**config.mk**
```make
export PLATFORM = sky130hd
export DESIGN_NAME = idex_operand_stage_flat
export DESIGN_NICKNAME = d
export VERILOG_FILES = /design/src/rtl/idex_operand_stage_pkg.sv /design/src/rtl/idex_operand_stage_if.sv /design/src/rtl/idex_operand_stage_fwd_mux.sv /design/src/rtl/idex_operand_stage.sv /design/src/flat_wrapper.sv
export SDC_FILE = /design/constraint.sdc
export NUM_CORES = 1
export LEC_CHECK = 0
export ABC_AREA = 1
export BUFFER_PORTS_ARGS = -buffer_cell sky130_fd_sc_hd__buf_2
export CELL_PAD_IN_SITES_DETAIL_PLACEMENT = 0
export CELL_PAD_IN_SITES_GLOBAL_PLACEMENT = 2
export CORE_UTILIZATION = 26
export CTS_CLUSTER_SIZE = 30
export DETAILED_ROUTE_END_ITERATION = 8
export PLACE_DENSITY_LB_ADDON = 0.1
export SLEW_MARGIN = 20
export SYNTH_ARGS = -nofsm -noshare
export SYNTH_HDL_FRONTEND = slang
export SYNTH_HIERARCHICAL = 1
export SYNTH_SLANG_ARGS = --single-unit
```
**constraint.sdc**
```tcl
create_clock -name clk -period 2 [get_ports clk]
set_input_delay 0.1 -clock clk [delete_from_list [all_inputs] [get_ports clk]]
set_output_delay 0.1 -clock clk [all_outputs]
set_load 0.01 [all_outputs]
```
**src/rtl/idex_operand_stage_pkg.sv**
```systemverilog
// Shared definitions for the ID/EX operand stage: ALU opcodes, default widths
// and the control bundle carried alongside each instruction.
package idex_operand_stage_pkg;

  localparam int XLEN_DEF    = 32;
  localparam int RADDR_W_DEF = 5;

  // ALU opcode encodings, {ainv, binv, op[1:0]}
  localparam logic [3:0] ALU_AND = 4'b0000;
  localparam logic [3:0] ALU_OR  = 4'b0001;
  localparam logic [3:0] ALU_ADD = 4'b0010;
  localparam logic [3:0] ALU_SUB = 4'b0110;
  localparam logic [3:0] ALU_SLT = 4'b0111;
  localparam logic [3:0] ALU_NOR = 4'b1100;

  // Control bits that must be squashed on bubbles and flushes
  typedef struct packed {
    logic reg_write;
    logic mem_read;
    logic mem_write;
  } ctrl_t;

  localparam int    CTRL_W    = $bits(ctrl_t);
  localparam ctrl_t CTRL_NONE = '0;

endpackage

```
**src/rtl/idex_operand_stage_if.sv**
```systemverilog
// ID-side instruction bundle in, EX-side registered bundle out.
interface idex_operand_stage_if #(
  parameter int XLEN    = 32,
  parameter int RADDR_W = 5
);
  logic               id_valid;
  logic [3:0]         id_alu_op;
  logic [RADDR_W-1:0] id_rs1;
  logic [RADDR_W-1:0] id_rs2;
  logic [XLEN-1:0]    id_rs1_data;
  logic [XLEN-1:0]    id_rs2_data;
  logic [XLEN-1:0]    id_imm;
  logic               id_use_imm;
  logic [RADDR_W-1:0] id_rd;
  logic               id_reg_write;
  logic               id_mem_read;
  logic               id_mem_write;

  logic               ex_valid;
  logic [XLEN-1:0]    ex_a;
  logic [XLEN-1:0]    ex_b;
  logic [XLEN-1:0]    ex_store_data;
  logic [3:0]         ex_alu_op;
  logic [RADDR_W-1:0] ex_rd;
  logic               ex_reg_write;
  logic               ex_mem_read;
  logic               ex_mem_write;

  // Decode side: drives the ID bundle, observes the EX bundle
  modport master (
    output id_valid, id_alu_op, id_rs1, id_rs2, id_rs1_data, id_rs2_data,
           id_imm, id_use_imm, id_rd, id_reg_write, id_mem_read, id_mem_write,
    input  ex_valid, ex_a, ex_b, ex_store_data, ex_alu_op, ex_rd,
           ex_reg_write, ex_mem_read, ex_mem_write
  );

  // Operand stage: consumes the ID bundle, produces the EX bundle
  modport slave (
    input  id_valid, id_alu_op, id_rs1, id_rs2, id_rs1_data, id_rs2_data,
           id_imm, id_use_imm, id_rd, id_reg_write, id_mem_read, id_mem_write,
    output ex_valid, ex_a, ex_b, ex_store_data, ex_alu_op, ex_rd,
           ex_reg_write, ex_mem_read, ex_mem_write
  );
endinterface

```
**src/rtl/idex_operand_stage_fwd_mux.sv**
```systemverilog
// Per-operand forwarding select: the EX-stage producer beats the MEM-stage
// producer, which beats the register file. Register 0 is never forwarded
// when it is hard-wired to zero.
module idex_fwd_mux #(
  parameter int XLEN        = 32,
  parameter int RADDR_W     = 5,
  parameter bit ZERO_REG_EN = 1'b1
) (
  input  logic [RADDR_W-1:0] src,
  input  logic [XLEN-1:0]    rf_data,
  input  logic               ex_fwd_en,
  input  logic [RADDR_W-1:0] ex_rd,
  input  logic [XLEN-1:0]    alu_result,
  input  logic               mem_reg_write,
  input  logic [RADDR_W-1:0] mem_rd,
  input  logic [XLEN-1:0]    mem_result,
  output logic [XLEN-1:0]    fwd_data
);

  logic src_live;
  assign src_live = !ZERO_REG_EN || (src != '0);

  // Later assignments override earlier ones, so EX has the highest priority
  always_comb begin
    fwd_data = rf_data;
    if (src_live && mem_reg_write && (mem_rd == src)) fwd_data = mem_result;
    if (src_live && ex_fwd_en && (ex_rd == src))      fwd_data = alu_result;
  end

endmodule

```
**src/rtl/idex_operand_stage.sv**
```systemverilog
// ID/EX pipeline register feeding the ALU: forwards operands from EX/MEM,
// inserts a single bubble on load-use, and honours hold and flush.
module idex_operand_stage
  import idex_operand_stage_pkg::*;
#(
  parameter int XLEN        = XLEN_DEF,
  parameter int RADDR_W     = RADDR_W_DEF,
  parameter bit ZERO_REG_EN = 1'b1
) (
  input  logic                 clk,
  input  logic                 rst_n,
  idex_operand_stage_if.slave  bus,
  input  logic [XLEN-1:0]      alu_result,
  input  logic [RADDR_W-1:0]   mem_rd,
  input  logic                 mem_reg_write,
  input  logic [XLEN-1:0]      mem_result,
  input  logic                 hold,
  input  logic                 flush,
  output logic                 stall_id
);

  logic               ex_valid_reg;
  ctrl_t              ex_ctrl_reg;
  logic [XLEN-1:0]    ex_a_reg;
  logic [XLEN-1:0]    ex_b_reg;
  logic [XLEN-1:0]    ex_store_data_reg;
  logic [3:0]         ex_alu_op_reg;
  logic [RADDR_W-1:0] ex_rd_reg;

  logic            ex_fwd_en;
  logic            ex_rd_live;
  logic            luh;
  logic [XLEN-1:0] fwd_rs1;
  logic [XLEN-1:0] fwd_rs2;
  ctrl_t           id_ctrl;

  // A load in EX has no result yet, so it cannot forward from alu_result
  assign ex_fwd_en  = ex_valid_reg & ex_ctrl_reg.reg_write & ~ex_ctrl_reg.mem_read;
  assign ex_rd_live = !ZERO_REG_EN || (ex_rd_reg != '0);

  idex_fwd_mux #(.XLEN(XLEN), .RADDR_W(RADDR_W), .ZERO_REG_EN(ZERO_REG_EN)) u_fwd_rs1 (
    .src(bus.id_rs1), .rf_data(bus.id_rs1_data),
    .ex_fwd_en(ex_fwd_en), .ex_rd(ex_rd_reg), .alu_result(alu_result),
    .mem_reg_write(mem_reg_write), .mem_rd(mem_rd), .mem_result(mem_result),
    .fwd_data(fwd_rs1)
  );

  idex_fwd_mux #(.XLEN(XLEN), .RADDR_W(RADDR_W), .ZERO_REG_EN(ZERO_REG_EN)) u_fwd_rs2 (
    .src(bus.id_rs2), .rf_data(bus.id_rs2_data),
    .ex_fwd_en(ex_fwd_en), .ex_rd(ex_rd_reg), .alu_result(alu_result),
    .mem_reg_write(mem_reg_write), .mem_rd(mem_rd), .mem_result(mem_result),
    .fwd_data(fwd_rs2)
  );

  // rs2 only matters to the consumer when it is the B operand or store data
  assign luh = bus.id_valid & ex_valid_reg & ex_ctrl_reg.mem_read & ex_ctrl_reg.reg_write
             & ex_rd_live
             & ((ex_rd_reg == bus.id_rs1)
               | ((ex_rd_reg == bus.id_rs2) & (~bus.id_use_imm | bus.id_mem_write)));

  assign stall_id = (luh | hold) & ~flush;

  assign id_ctrl = bus.id_valid ? '{reg_write: bus.id_reg_write,
                                    mem_read:  bus.id_mem_read,
                                    mem_write: bus.id_mem_write}
                                : CTRL_NONE;

  // Stage register: flush > hold > load-use bubble > normal capture
  always_ff @(posedge clk or negedge rst_n) begin
    if (!rst_n) begin
      ex_valid_reg      <= 1'b0;
      ex_ctrl_reg       <= CTRL_NONE;
      ex_a_reg          <= '0;
      ex_b_reg          <= '0;
      ex_store_data_reg <= '0;
      ex_alu_op_reg     <= '0;
      ex_rd_reg         <= '0;
    end else if (flush) begin
      ex_valid_reg <= 1'b0;
      ex_ctrl_reg  <= CTRL_NONE;
    end else if (hold) begin
      ex_valid_reg <= ex_valid_reg;
    end else if (luh) begin
      ex_valid_reg <= 1'b0;
      ex_ctrl_reg  <= CTRL_NONE;
    end else begin
      ex_valid_reg      <= bus.id_valid;
      ex_ctrl_reg       <= id_ctrl;
      ex_a_reg          <= fwd_rs1;
      ex_b_reg          <= bus.id_use_imm ? bus.id_imm : fwd_rs2;
      ex_store_data_reg <= fwd_rs2;
      ex_alu_op_reg     <= bus.id_alu_op;
      ex_rd_reg         <= bus.id_rd;
    end
  end

  assign bus.ex_valid      = ex_valid_reg;
  assign bus.ex_a          = ex_a_reg;
  assign bus.ex_b          = ex_b_reg;
  assign bus.ex_store_data = ex_store_data_reg;
  assign bus.ex_alu_op     = ex_alu_op_reg;
  assign bus.ex_rd         = ex_rd_reg;
  assign bus.ex_reg_write  = ex_ctrl_reg.reg_write;
  assign bus.ex_mem_read   = ex_ctrl_reg.mem_read;
  assign bus.ex_mem_write  = ex_ctrl_reg.mem_write;

endmodule

```
**src/flat_wrapper.sv**
```systemverilog
// flat-port wrapper written by rule: the top's interface ports become plain ports
module idex_operand_stage_flat import idex_operand_stage_pkg::*;
#(
  parameter int XLEN        = XLEN_DEF,
  parameter int RADDR_W     = RADDR_W_DEF,
  parameter bit ZERO_REG_EN = 1'b1
)
  (clk, rst_n, alu_result, mem_rd, mem_reg_write, mem_result, hold, flush, stall_id, bus_id_valid, bus_id_alu_op, bus_id_rs1, bus_id_rs2, bus_id_rs1_data, bus_id_rs2_data, bus_id_imm, bus_id_use_imm, bus_id_rd, bus_id_reg_write, bus_id_mem_read, bus_id_mem_write, bus_ex_valid, bus_ex_a, bus_ex_b, bus_ex_store_data, bus_ex_alu_op, bus_ex_rd, bus_ex_reg_write, bus_ex_mem_read, bus_ex_mem_write);
  idex_operand_stage_if #(.XLEN(XLEN), .RADDR_W(RADDR_W)) bus_i ();
  input  logic clk;
  input  logic rst_n;
  input  logic [XLEN-1:0] alu_result;
  input  logic [RADDR_W-1:0] mem_rd;
  input  logic mem_reg_write;
  input  logic [XLEN-1:0] mem_result;
  input  logic hold;
  input  logic flush;
  output logic stall_id;
  input wire logic [$bits(bus_i.id_valid)-1:0] bus_id_valid;
  input wire logic [$bits(bus_i.id_alu_op)-1:0] bus_id_alu_op;
  input wire logic [$bits(bus_i.id_rs1)-1:0] bus_id_rs1;
  input wire logic [$bits(bus_i.id_rs2)-1:0] bus_id_rs2;
  input wire logic [$bits(bus_i.id_rs1_data)-1:0] bus_id_rs1_data;
  input wire logic [$bits(bus_i.id_rs2_data)-1:0] bus_id_rs2_data;
  input wire logic [$bits(bus_i.id_imm)-1:0] bus_id_imm;
  input wire logic [$bits(bus_i.id_use_imm)-1:0] bus_id_use_imm;
  input wire logic [$bits(bus_i.id_rd)-1:0] bus_id_rd;
  input wire logic [$bits(bus_i.id_reg_write)-1:0] bus_id_reg_write;
  input wire logic [$bits(bus_i.id_mem_read)-1:0] bus_id_mem_read;
  input wire logic [$bits(bus_i.id_mem_write)-1:0] bus_id_mem_write;
  output wire logic [$bits(bus_i.ex_valid)-1:0] bus_ex_valid;
  output wire logic [$bits(bus_i.ex_a)-1:0] bus_ex_a;
  output wire logic [$bits(bus_i.ex_b)-1:0] bus_ex_b;
  output wire logic [$bits(bus_i.ex_store_data)-1:0] bus_ex_store_data;
  output wire logic [$bits(bus_i.ex_alu_op)-1:0] bus_ex_alu_op;
  output wire logic [$bits(bus_i.ex_rd)-1:0] bus_ex_rd;
  output wire logic [$bits(bus_i.ex_reg_write)-1:0] bus_ex_reg_write;
  output wire logic [$bits(bus_i.ex_mem_read)-1:0] bus_ex_mem_read;
  output wire logic [$bits(bus_i.ex_mem_write)-1:0] bus_ex_mem_write;
  assign bus_i.id_valid = bus_id_valid;
  assign bus_i.id_alu_op = bus_id_alu_op;
  assign bus_i.id_rs1 = bus_id_rs1;
  assign bus_i.id_rs2 = bus_id_rs2;
  assign bus_i.id_rs1_data = bus_id_rs1_data;
  assign bus_i.id_rs2_data = bus_id_rs2_data;
  assign bus_i.id_imm = bus_id_imm;
  assign bus_i.id_use_imm = bus_id_use_imm;
  assign bus_i.id_rd = bus_id_rd;
  assign bus_i.id_reg_write = bus_id_reg_write;
  assign bus_i.id_mem_read = bus_id_mem_read;
  assign bus_i.id_mem_write = bus_id_mem_write;
  assign bus_ex_valid = bus_i.ex_valid;
  assign bus_ex_a = bus_i.ex_a;
  assign bus_ex_b = bus_i.ex_b;
  assign bus_ex_store_data = bus_i.ex_store_data;
  assign bus_ex_alu_op = bus_i.ex_alu_op;
  assign bus_ex_rd = bus_i.ex_rd;
  assign bus_ex_reg_write = bus_i.ex_reg_write;
  assign bus_ex_mem_read = bus_i.ex_mem_read;
  assign bus_ex_mem_write = bus_i.ex_mem_write;
  idex_operand_stage #(.XLEN(XLEN), .RADDR_W(RADDR_W), .ZERO_REG_EN(ZERO_REG_EN)) u_core (.clk(clk), .rst_n(rst_n), .bus(bus_i), .alu_result(alu_result), .mem_rd(mem_rd), .mem_reg_write(mem_reg_write), .mem_result(mem_result), .hold(hold), .flush(flush), .stall_id(stall_id));
endmodule
```
==> flow_metrics.py <==
metrics = {
    "global_route": {
        "grt_antenna_before_repair": 7,
        "grt_pass1_vias": 8363,
        "global_route.usage.total": 0.215,
        "wire_length_of_the_first_global_routing_pass_um": 50500,
        "gr-total-overflow": 0,
        "grt_start_max_net_pins": 110,
    },
    "timing": {
        "grt_setup_unrepaired": "no",
        "report.final.hold_viol_count": 0,
        "setup_ws_ns": 0.151,
        "totalNegativeSetupSlack_ns": 0,
        "slew_headroom": 0.532,
        "fin_crit_ns": 1.85,
        "final-max-slew-violation-count": 0,
        "max_freq_ghz": 0.541,
        "setup_violations_final": 0,
        "final.period_utilization": 0.924,
        "finClkSkew_ns": 0.0118,
        "worst_slew_pin_slew_ns": 0.702,
    },
    "cts": {
        "number_of_sinks_on_the_clock_net": 109,
        "clk_pin_slew_ns": 0.07,
        "clkLatencyLatePin_ns": 0.36,
        "h-tree-depth": 3,
        "buffer_depth_of_the_longest_clock_path": 2,
        "cts_root_buffer": "sky130_fd_sc_hd__clkbuf_16",
        "cts_tree": "done",
        "tritoncts.num_buffers": 9,
    },
    "die": {
        "floorplan.rows": 63,
        "num_io_pins": 304,
        "starting_utilization_of_the_core_area": 0.265,
        "dieHeight_um": 176,
        "die_x_um": 176,
        "core-area_sq_um": 29600,
        "die_area_sq_um": 30900,
    },
    "power_and_ir_drop": {
        "irDropWorstVdd_mv": 0.303,
        "powerDensity_nw_per_um2": 619,
        "cellLeakagePower_nw": 6.21,
    },
    "critical_path": {
        "reg2regPathDepth": 13,
        "r2r_setup_slack_ns": 0.16,
        "crit_family": "simple AND/OR/NAND/NOR gates",
        "worstPathBufferInverterCount": 3,
        "cp.arrival_ns": 1.75,
        "crit_required_ns": 1.90,
        "regToRegEndpoint": "u_core/bus.ex_a[30]",
        "max_stage_delay_ns": 0.36,
        "worst_path_most_repeated_cell": "sky130_fd_sc_hd__nand2_1",
        "cp.depth": 10,
        "critical_path.reg2reg.startpoint": "u_core/bus.ex_rd[0]",
        "critical_path.endpoint_type": "output port",
        "crit_path_max_fanout": 7,
        "path_cells": "buf_4, inv_2, nand2_1, nand2_1, nor2_1, nand3_1, nand2_2, nand2_4, a21oi_1, buf_2",
        "start_kind": "register",
        "startpoint_to_endpoint_class_of_the_critical_path": "register to output port",
        "crit_path_start": "u_core/bus.ex_rd[0]",
        "critPathCapture": "stall_id",
        "critical_path.slowest_cell": "sky130_fd_sc_hd__dfrtp_1",
    },
    "logic_synthesis": {
        "synthesis.yosys.warnings": 6,
        "post_synth_instance_area_sq_um": 7840,
        "postSynthRegisterBits": 109,
        "synth_area_per_cell_sq_um": 6.73,
        "yosysSeqAreaShare": 0.348,
        "syn-instance-count": 1165,
        "synthesis.nets": 1359,
        "post_synth_num_cell_types": 24,
    },
    "drt": {
        "dr_drc_count": 0,
        "route.detailed.vias_per_inst": 4.53,
        "detailedRoute.firstPassIterationCount": 5,
        "antenna_left": 0,
        "wl_per_cell_um": 17.7,
        "detailedRoute.firstIterationViolations": 527,
        "num_vias": 8390,
        "sum_of_routed_wire_length_over_all_layers_um": 32700,
    },
    "layout": {
        "finish.cell_count_without_fillers": 1852,
        "share_of_layout_cells_above_drive_strength_1": 0.304,
        "layout_common_cells": "sky130_fd_sc_hd__nand2_1, sky130_fd_sc_hd__buf_2, sky130_fd_sc_hd__inv_1",
        "layout-area-overhead-vs-synth_pct": 30.9,
        "layout.cells.most_common": "sky130_fd_sc_hd__nand2_1",
        "final_nets": 1647,
    },
    "placement": {
        "pre_cts_ws_ns": 0.0952,
        "place_congestion": 0.791,
        "place_inst": 1820,
        "detailed_place_hpwl_um": 23600,
        "port_buffers": 303,
    },
    "job": {
        "cap_viol_max_count": 0,
    },
    "outcome": {
        "run_status": "complete, no violations",
    },
    "worst_hold_path": {
        "worst_hold_path_type": "primary input to register",
    },
}
-- layer usage --
metal | routed length [um] | global-route usage | vias up
met3 | 2350 | 0.0524 | 23
li1 | - | - | 4255
met4 | 372 | 0.0446 | 4
met2 | 14900 | 0.350 | 248
met1 | 15100 | 0.286 | 3860
met5 | 22 | 0 | -
-- cells by family (layout without fill, tap and decap cells) --
logic type / Yosys count / in the layout / synth area share
AOI/OAI and AO/OA: 1 / 1 / 0.000638
xor gates and xnor gates: 7 / 7 / 0.00782
DFF: 109 / 109 / 0.348
buffers and inverters: 256 / 548 / 0.151
and+or+nand+nor: 760 / 760 / 0.446
other: 0 / 5 / 0
muxes: 32 / 32 / 0.0460
-- final cells by class --
type | count | area [sq um]
fillers | 3421 | 19400
multi-input cells | 800 | 3950
flip-flops and latches | 109 | 2730
repair buffers | 358 | 2140
inverters | 175 | 662
well taps | 390 | 488
clock buffers | 10 | 229
clock inverters | 5 | 52.6
diodes | 5 | 12.5
-- how the worst min path moves through the flow --
stage                       startpoint                  end  slack, ns  cells after the start
after floorplan                  rst_n   u_core/bus.ex_a[0]      -0.20                      0
after global placement           rst_n   u_core/bus.ex_a[8]       0.25                      2
after detailed placement         rst_n   u_core/bus.ex_a[8]       0.25                      2
after CTS                 bus_id_valid  u_core/bus.ex_valid       0.05                      3
after global routing      bus_id_valid  u_core/bus.ex_valid       0.05                      3
final                     bus_id_rd[4]  u_core/bus.ex_rd[4]       0.05                      3
-- Yosys cell counts --
master | instances | area (sq um)
sky130_fd_sc_hd__nand2_1 | 477 | 1790
sky130_fd_sc_hd__inv_1 | 160 | 601
sky130_fd_sc_hd__nand3_1 | 130 | 651
sky130_fd_sc_hd__nand4_1 | 113 | 707
sky130_fd_sc_hd__dfrtp_1 | 109 | 2730
sky130_fd_sc_hd__mux2_2 | 32 | 360
sky130_fd_sc_hd__buf_2 | 19 | 95.1
sky130_fd_sc_hd__buf_4 | 18 | 135
sky130_fd_sc_hd__buf_6 | 18 | 203
sky130_fd_sc_hd__buf_1 | 16 | 60.1
sky130_fd_sc_hd__inv_2 | 13 | 48.8
sky130_fd_sc_hd__nor2_1 | 11 | 41.3
sky130_fd_sc_hd__clkbuf_1 | 10 | 37.5
sky130_fd_sc_hd__xnor2_1 | 7 | 61.3
sky130_fd_sc_hd__nand2_2 | 6 | 37.5
sky130_fd_sc_hd__nand2_4 | 4 | 45.0
sky130_fd_sc_hd__nor2_2 | 4 | 25.0
sky130_fd_sc_hd__nor2_4 | 4 | 45.0
sky130_fd_sc_hd__nor2_8 | 4 | 80.1
sky130_fd_sc_hd__nand3_2 | 3 | 30.0
sky130_fd_sc_hd__clkinv_1 | 2 | 7.51
sky130_fd_sc_hd__nand3_4 | 2 | 35.0
sky130_fd_sc_hd__or2_1 | 2 | 12.5
sky130_fd_sc_hd__a21oi_1 | 1 | 5.00
-- what timing repair did --
item,4_1_cts,5_1_grt
pin swaps,1,1
gates resized for setup,0,6
cloned,0,0
buffers inserted,3,0
hold endpoints to repair,117,0
hold buffers,9,0
endpoints found under the setup margin,1,57
-- stage by stage --
stage	utilization	total power (W)	area [sq um]	hold WS, ns
global placement	0.331	0.00452	9820	0.247
CTS	0.345	0.00646	10200	0.0463
floorplan	-	0.00361	7840	-0.196
global route	0.346	0.00675	10300	0.0491
finish	0.346	0.00635	10300	0.0517
detailed placement	0.331	0.00452	9820	0.255
-- power by group --
group | switching [W] | internal, W | total [W]
clock | 0.000916 | 0.000964 | 0.00188
sequential | 0.000169 | 0.00249 | 0.00266
combinational | 0.00107 | 0.000735 | 0.00181
total | 0.00216 | 0.00419 | 0.00635
-- worst min-delay path, delay by kind of cell --
kind          cells  cell delay (ns)
simple gates      2             0.17
buf+inv           1             0.10
No activity file was read; power rests on OpenSTA's default activity.
